$ cat config.mk
export PLATFORM = sky130hd
export DESIGN_NAME = axi_read_arbiter
export DESIGN_NICKNAME = d
export VERILOG_FILES = /design/src/rtl/axi_read_arbiter_pkg.sv /design/src/rtl/axi_read_arbiter_rr_pick2.sv /design/src/rtl/axi_read_arbiter.sv
export SDC_FILE = /design/constraint.sdc
export NUM_CORES = 1
export LEC_CHECK = 0
export ABC_AREA = 1
export ABC_CLOCK_PERIOD_IN_PS = 2400
export CAP_MARGIN = 20
export CORE_ASPECT_RATIO = 0.6
export CORE_MARGIN = 2
export CORE_UTILIZATION = 36
export CTS_BUF_LIST = sky130_fd_sc_hd__clkbuf_8
export CTS_CLUSTER_SIZE = 24
export DETAILED_ROUTE_END_ITERATION = 7
export PLACE_DENSITY = 0.9
export SYNTH_ARGS = -nofsm -noshare
export SYNTH_HDL_FRONTEND = slang
export SYNTH_SLANG_ARGS = --single-unit
export TNS_END_PERCENT = 30
$ cat constraint.sdc
create_clock -name clk -period 2.4 [get_ports clk]
set_clock_uncertainty 0.05 [all_clocks]
set_input_delay 0.36 -clock clk [delete_from_list [all_inputs] [get_ports clk]]
set_output_delay 0.36 -clock clk [all_outputs]
set_load 0.02 [all_outputs]
$ cat src/rtl/axi_read_arbiter_pkg.sv
// Shared constants and types for the two-port AXI read arbiter.
package axi_read_arbiter_pkg;

    localparam int unsigned ID_W = 4;

    localparam logic [1:0] AXI_BURST_INCR = 2'b01;
    localparam logic [3:0] AXI_CACHE_MOD  = 4'b0011;
    localparam logic [2:0] AXI_SIZE_4B    = 3'b010;

    localparam logic PORT_FETCH = 1'b0;
    localparam logic PORT_LOAD  = 1'b1;

    typedef enum logic [1:0] {
        ST_IDLE = 2'd0,
        ST_ADDR = 2'd1,
        ST_DATA = 2'd2
    } state_t;

endpackage

$ cat src/rtl/axi_read_arbiter_rr_pick2.sv
// Two-input round-robin picker: a lone requester wins, a tie goes to the port not granted last.
module axi_read_arbiter_rr_pick2
    import axi_read_arbiter_pkg::*;
(
    input  logic [1:0] req,
    input  logic       last_grant,
    output logic       pick_c,
    output logic       any_c
);

    always_comb begin
        any_c  = |req;
        pick_c = PORT_FETCH;
        if (req == 2'b11) begin
            pick_c = ~last_grant;
        end else if (req[PORT_LOAD]) begin
            pick_c = PORT_LOAD;
        end
    end

endmodule

$ cat src/rtl/axi_read_arbiter.sv
// Shares one AXI4 read master between instruction fetch (port 0) and the load unit (port 1),
// one single-beat transaction in flight, arid tagged with the owning port.
module axi_read_arbiter
    import axi_read_arbiter_pkg::*;
#(
    parameter int unsigned ADDR_W  = 20,
    parameter int unsigned DATA_W  = 32,
    parameter int unsigned TIMEOUT = 255
) (
    input  logic              clk,
    input  logic              rst,

    input  logic [ADDR_W-1:0] s0_araddr,
    input  logic              s0_arvalid,
    output logic              s0_arready,
    output logic [DATA_W-1:0] s0_rdata,
    output logic [1:0]        s0_rresp,
    output logic              s0_rvalid,
    input  logic              s0_rready,

    input  logic [ADDR_W-1:0] s1_araddr,
    input  logic              s1_arvalid,
    output logic              s1_arready,
    output logic [DATA_W-1:0] s1_rdata,
    output logic [1:0]        s1_rresp,
    output logic              s1_rvalid,
    input  logic              s1_rready,

    output logic [ADDR_W-1:0] m_araddr,
    output logic [ID_W-1:0]   m_arid,
    output logic [7:0]        m_arlen,
    output logic [2:0]        m_arsize,
    output logic [1:0]        m_arburst,
    output logic [3:0]        m_arcache,
    output logic              m_arlock,
    output logic [2:0]        m_arprot,
    output logic [3:0]        m_arqos,
    output logic              m_arvalid,
    input  logic              m_arready,

    input  logic [DATA_W-1:0] m_rdata,
    input  logic [1:0]        m_rresp,
    input  logic [ID_W-1:0]   m_rid,
    input  logic              m_rlast,
    input  logic              m_rvalid,
    output logic              m_rready,

    output logic              busy,
    output logic              err_id,
    output logic              err_timeout
);

    localparam int unsigned CNT_W = $clog2(TIMEOUT + 1);

    state_t           state;
    logic             grant;
    logic             last_grant;
    logic [CNT_W-1:0] tmo_cnt;

    logic             pick_c;
    logic             any_c;
    logic             in_data_c;
    logic             beat_c;

    axi_read_arbiter_rr_pick2 u_pick (
        .req        ({s1_arvalid, s0_arvalid}),
        .last_grant (last_grant),
        .pick_c     (pick_c),
        .any_c      (any_c)
    );

    assign m_arid    = {3'b000, grant};
    assign m_arlen   = 8'd0;
    assign m_arsize  = AXI_SIZE_4B;
    assign m_arburst = AXI_BURST_INCR;
    assign m_arcache = AXI_CACHE_MOD;
    assign m_arlock  = 1'b0;
    assign m_arprot  = 3'b000;
    assign m_arqos   = 4'b0000;

    // R channel is a zero-latency pass-through steered by the current grant.
    assign in_data_c = (state == ST_DATA);
    assign m_rready  = in_data_c && ((grant == PORT_LOAD) ? s1_rready : s0_rready);
    assign beat_c    = m_rvalid && m_rready;
    assign s0_rvalid = in_data_c && (grant == PORT_FETCH) && m_rvalid;
    assign s1_rvalid = in_data_c && (grant == PORT_LOAD) && m_rvalid;
    assign s0_rdata  = m_rdata;
    assign s1_rdata  = m_rdata;
    assign s0_rresp  = m_rresp;
    assign s1_rresp  = m_rresp;

    always_ff @(posedge clk or posedge rst) begin
        if (rst) begin
            state       <= ST_IDLE;
            grant       <= PORT_FETCH;
            last_grant  <= PORT_LOAD;
            m_arvalid   <= 1'b0;
            m_araddr    <= '0;
            s0_arready  <= 1'b0;
            s1_arready  <= 1'b0;
            tmo_cnt     <= '0;
            busy        <= 1'b0;
            err_id      <= 1'b0;
            err_timeout <= 1'b0;
        end else begin
            s0_arready <= 1'b0;
            s1_arready <= 1'b0;
            case (state)
                ST_IDLE: begin
                    if (any_c) begin
                        grant      <= pick_c;
                        m_araddr   <= (pick_c == PORT_LOAD) ? s1_araddr : s0_araddr;
                        s0_arready <= (pick_c == PORT_FETCH);
                        s1_arready <= (pick_c == PORT_LOAD);
                        m_arvalid  <= 1'b1;
                        busy       <= 1'b1;
                        state      <= ST_ADDR;
                    end
                end
                ST_ADDR: begin
                    if (m_arready) begin
                        m_arvalid  <= 1'b0;
                        last_grant <= grant;
                        tmo_cnt    <= '0;
                        state      <= ST_DATA;
                    end
                end
                ST_DATA: begin
                    // Saturating watchdog; flags a stuck memory but never forces an exit.
                    if (tmo_cnt == CNT_W'(TIMEOUT)) begin
                        err_timeout <= 1'b1;
                    end else begin
                        tmo_cnt <= tmo_cnt + CNT_W'(1);
                    end
                    if (beat_c && (m_rid != m_arid)) begin
                        err_id <= 1'b1;
                    end
                    if (beat_c && m_rlast) begin
                        busy  <= 1'b0;
                        state <= ST_IDLE;
                    end
                end
                default: begin
                    busy  <= 1'b0;
                    state <= ST_IDLE;
                end
            endcase
        end
    end

endmodule

Yosys cells after proc, flatten, opt, wreduce, memory -nomap -nowiden. Cells that the tools add are included.

Flip-flop bits (word level): 38. Input bits: 87. Output and inout port bits: 126. Word-level logic and storage cells: 65.

Add/subtract/negate cells: 1. Equality and inequality tests: 9. Muxes and demuxes: 20. Bitwise gates (word level): 4. Reductions and logical operators: 20.

Operator list (number): $mux 20 (1); $mux 8 (2); $pmux 8 s2 (1); $reduce_and 3->1 (4); $mux 1 (10); $add 8x1->8 const B (1); $eq 8x8->1 const B (1); $logic_and 1x1->1 (8); $reduce_and 2->1 (4); $mux 2 (3); $ne 2x2->1 const B (3); $pmux 2 s3 (1); $eq 2x2->1 const B (2); $ne 4x1->1 (1); $not 1->1 (4); $reduce_bool 2->1 (2); $pmux 1 s3 (1); $eq 2x1->1 const B (1); $logic_not 2->1 (1); $ne 2x1->1 const B (1); $pmux 1 s2 (1); $reduce_or 2->1 (1).

Longest topological paths before layout.
Word-level depth: 6. Depth in mapped cells: 8. Mapped depth without buffers: 8.

By module. A second synthesis with hierarchy kept.

Cells, all modules: 319. Area, all modules: 2512.4 um^2.

By module, submodules not included: axi_read_arbiter (times used 1, cells each 316, area an instance 2497.4 um^2, seq. area each 952.2 um^2); axi_read_arbiter_rr_pick2 (times used 1, cells each 3, area an instance 15.0 um^2, seq. area each 0.0 um^2).

Worst setup path after synthesis. Ideal clock, no wire load.

Path kind: register to output. Start point: register state[0]. End point: output port s0_rvalid. Arrival: 1150 ps. Required time: 1990 ps. Slack: 840 ps. Cell stages (with the launch flop): 5. Path buffers: 1. Path through: dfrtp_1 > nor2_2 > buf_6 > inv_4 > nor3_1.

Longest elaborated chain between the ends: 3.

Ends and longest elaborated chain: from (decl) (line axi_read_arbiter.sv:55) `state_t state;`; from (signal assigned) (line axi_read_arbiter.sv:94) `state <= ST_IDLE;`; from (signal assigned) (line axi_read_arbiter.sv:117) `state <= ST_ADDR;`; from (signal assigned) (line axi_read_arbiter.sv:125) `state <= ST_DATA;`; $eq 2x2->1 (line axi_read_arbiter.sv:82) `assign in_data_c = (state == ST_DATA);`; $logic_and 1x1->1 (2 in a row) (line axi_read_arbiter.sv:85) `assign s0_rvalid = in_data_c && (grant == PORT_FETCH) && m_rvalid;`; to (decl) (line axi_read_arbiter.sv:18) `output logic s0_rvalid,`.

Every way passes these cells.

Worst setup path in the final report.
Start point: register grant. End point: output port m_rready.

Longest elaborated chain between the ends: 2.

Ends and longest elaborated chain: from (decl) (line axi_read_arbiter.sv:56) `logic grant;`; from (signal assigned) (line axi_read_arbiter.sv:111) `grant <= pick_c;`; $mux 1 (line axi_read_arbiter.sv:83) `assign m_rready = in_data_c && ((grant == PORT_LOAD) ? s1_rready : s0_rready);`; $logic_and 1x1->1 (line axi_read_arbiter.sv:83); to (decl) (line axi_read_arbiter.sv:46) `output logic m_rready,`.

Every way passes these cells.

==> results <==
- Of the total synthesized cell area, the portion taken by full adders, half adders and majority gates is 0.482%.
- After synthesis, flip-flops and latches occupy 36.7% of the total area.
- The initial antenna violation count was 0.
- In this design, the largest share of critical-path delay is due to buffers and inverters.
- The clock sink count is 38.
- At the worst endpoint, the required time is slightly below 2 ns.
- The total of max-cap violations is 0.
- In this run the vertical extent of the chip is between 60 and 70 µm.
- The number of CTS-inserted buffers is 5.
- The post-synthesis cell area is 0.00259 mm².
- STA classifies the critical path endpoint as an output port.
- Synthesis produced a netlist whose cell count is 325.
- The count of nets left with antenna violations once routing finished came out at 0.
- For the pin with the worst max-slew slack, the measured transition is 0.667 ns.
- For this block, the initial DRC count from the detailed router was 82.
- The total count of max-transition violations in the final report is 0.
- The worst register-to-register path ends at tmo_cnt[4].
- In the finished design, the share of the clock period the worst path needs comes to 91.1%.
- The slowest stage of the critical path belongs to the cell clkdlybuf4s50_1.
- Traced cell by cell, the critical path runs through inv_1, nand2_1, a21oi_2, clkdlybuf4s50_1.
- The switching share of power is 42.4%.
- The worst path arrival time is around 1.8 ns.
- The maximum single-stage delay on the critical path is 0.63 ns.
- The port buffer count is between 80 and 90.
- Global routing consumed, over all layers together, 14.8% of the routing resources.
- The post-CTS setup buffer count is 0.
- The maximum net fanout on the critical path is 5.
- The number of buffers and inverters on the critical path is 2.
- The critical path depth in cells is 4.
- The finished cells cover 0.00296 mm².
- The post-detailed-routing wire length is a little under 6000 µm.
- The repair_antennas step left the layout with diodes totalling 0.
- The flow ran to the end, and the final reports show no timing, DRC or antenna violations.
- For this design the top-level I/O count stands at 213.
- IR analysis of the VDD net gives a maximum drop of 0.000388 V.
- The detailed-route wire length per cell is 13.6 µm.
- Cell internal power was estimated by the tool at around 1800 µW.
- The worst hold margin is approximately 0.35 ns.
- For this run, the detailed router's first-pass iteration total came to 4.
- The die is 114 µm wide.
- The number of hold-repair buffers added at the cts stage is 0.
- Clock-pin slew was measured on the worst setup and hold paths at 0.08 ns.
- The fraction of the mapped netlist area in compound gates is 9.02%.
- The post-detailed-route DRC marker count is 0.
- The first-pass GRT wire length is 9340 µm.
- The setup slack on the worst flop-to-flop path is about 0.87 ns.
- Setup repair after global routing left no endpoint under its margin.
- The clock tree synthesis step divided the H-tree into 2 levels.
- The initialized floorplan defines 23 standard-cell rows.
- The cell area after placement is about 0.0029 mm².
- In this run the critical register-to-register path is launched from tmo_cnt[0].
- The share of total power in the clock network is 14.1%.
- The pin count of the biggest net entering global routing is 25.
- STA classifies the critical path startpoint as a flop.
- The mean instance size in the synthesized netlist is 7.98 µm².
- Setup violations remaining at the end of the flow were counted as 0.
- The highest clock rate is 0.458 GHz.
- TritonCTS built the clock tree.
- The global route total overflow is 0.
- The placeable core area is 0.00682 mm².
- The main combinational cell family by area after synthesis is buffers and inverters.
- For this run, the post-layout net count is 428.
- The final-report hold violation count came to 0.
- The initial core utilization is 38.0%.
- The via density per instance is ~4.6.
- During synthesis, Yosys emitted a total of 0 warnings.
- The clock latency on the worst-skew pair is roughly 0.28 ns.
- The multiplexer share of the synthesized area is 0%.
- The total instance count after detailed placement is between 400 and 500.
- In this run the power density over the cells is 1070 mW/mm².
- In the final layout, the share of cells above drive strength 1 is under 10%.
- The simple-gate area share of the yosys netlist is 19.3%.
- The tightest slew margin relative to the limit is 55.3%.
- The post-synthesis to final-layout area growth is 14.3%.
- Of the total power, combinational logic draws about half.
- In this run the worst hold path is classified as in2async.
- The count of non-filler cells in the finished layout is 428.
- The analysis attributes to cell leakage a power of 0.00136 µW.
- The post-layout minimum cycle time is 2.19 ns.
- The setup TNS is 0 ns.
- The post-cts sizing count is 0.
- The weighted congestion reported at the end of routability-driven placement is 0.762.
- The parity-gate share of the synthesized area counting xor and xnor cells is ~1.4%.
- After synthesis, the netlist uses 26 different library cells.
- The number of filler cells placed in the layout is about 690.
- The die covers 0.00792 mm².
- The longest clock path from root to sink contains 2 buffers.
- The critical path class is reg2out.
- Sequential cells account for 34.0% of the total power.
- The sum of net half-perimeters after detailed placement is 4570 µm.
- In this run the power spent charging and discharging nets is about 1300 µW.
- The synthesized design contains 38 register bits.
- The number of global-route vias before repair is 1958.
- The routed via count is 1969.
- Counting cells, the worst reg-to-reg path comes to 7.
- Clock tree synthesis selected as its root buffer the cell clkbuf_8.
## power groups by stage
| stage | sequential [µW] | combinational, µW | clock, µW |
|---|---|---|---|
| CTS | 1090 | 1670 | 473 |
| global placement | 1080 | 1600 | 0 |
| detailed placement | 1090 | 1670 | 0 |
| floorplan | 1320 | 932 | 0 |
| global route | 1120 | 1810 | 499 |
| finish | 1080 | 1650 | 450 |
## registers in the layout, summed over array words and instances, names as in the netlist
signal and flops:
m_araddr 20, tmo_cnt 8, state 2, busy 1
err_id 1, err_timeout 1, grant 1, last_grant 1
m_arvalid 1, s0_arready 1, s1_arready 1
## metal layers
layer  wire (µm)  up-vias  share of wire [%]  track usage, %
met5           0        -                  0               0
met3         514        6                8.8            6.03
met2        2720      109                 47            23.4
met4          43        0               0.74            4.61
met1        2560      926                 44            18.5
li1            -      928                  -               -
## worst max path at each step
stage	start	endpoint	slack (ns)
2_1_floorplan	state[0]	s0_rvalid	0.84
3_3_place_gp	m_rvalid	s1_rvalid	0.30
3_5_place_dp	m_rvalid	s0_rvalid	0.28
4_1_cts	grant	m_rready	0.19
5_1_grt	grant	m_rready	0.12
6_report	grant	m_rready	0.21
## cell usage in the layout (no fill, tap or decap), types with 2 or more instances in the layout
| cell type | count |
|---|---|
| clkdlybuf4s50_1 | 82 |
| nand2_1 | 64 |
| dfrtp_1 | 37 |
| o21ai_0 | 28 |
| conb_1 | 28 |
| nor2_1 | 25 |
| o21ai_1 | 14 |
| inv_1 | 12 |
| nand3_1 | 12 |
| clkbuf_8 | 6 |
| xor2_1 | 4 |
| inv_2 | 3 |
| nor2_2 | 3 |
| or2_2 | 3 |
| nor3_1 | 3 |
| inv_4 | 2 |
| o21bai_1 | 2 |
| buf_4 | 2 |
## Yosys cell counts
library cell | count | area, µm²
a21oi_2 | 1 | 8.76
inv_2 | 3 | 11.3
nor3_1 | 3 | 15.0
o21ai_1 | 14 | 70.1
o21bai_1 | 2 | 15.0
buf_6 | 4 | 45.0
nand2_1 | 64 | 240
nand2_2 | 1 | 6.26
buf_2 | 2 | 10.0
nand4_1 | 1 | 6.26
dfrtp_1 | 37 | 926
nor2_8 | 1 | 20.0
nand2_4 | 1 | 11.3
inv_1 | 12 | 45.0
inv_4 | 2 | 12.5
xor2_1 | 4 | 35.0
dfstp_2 | 1 | 26.3
buf_4 | 97 | 728
nand3_1 | 12 | 60.1
nand3_2 | 1 | 10.0
ha_1 | 1 | 12.5
o21ai_0 | 28 | 140
nor2_1 | 25 | 93.8
nor2_2 | 3 | 18.8
or2_2 | 3 | 18.8
conb_1 | 2 | 7.51
## cell families after synthesis
kind of cell | Yosys count
adders and majority gates | 1
buffers and inverters | 120
AOI/OAI and AO/OA | 45
xor gates and xnor gates | 4
and+or+nand+nor | 115
DFF | 38
other | 2
## through the flow
step | setup slack [ns] | util (%) | total power, µW
after CTS | 0.193 | 43.5 | 3230
after global placement | 0.303 | 42.1 | 2690
after floorplan | 0.840 | - | 2250
after detailed placement | 0.275 | 42.1 | 2760
final | 0.214 | 43.5 | 3180
after global routing | 0.118 | 43.5 | 3440
## final cells by class
class / count / area, µm² / share of cell area, %
sequential: 38 / 952 / 32.1
multi-input combinational: 193 / 887 / 29.9
timing repair buffer: 85 / 856 / 28.9
clock inverter: 2 / 8.76 / 0.295
tap: 87 / 109 / 3.67
clock buffer: 6 / 82.6 / 2.79
inverter: 17 / 68.8 / 2.32
Note: power is estimated with default switching activity, not from simulation.
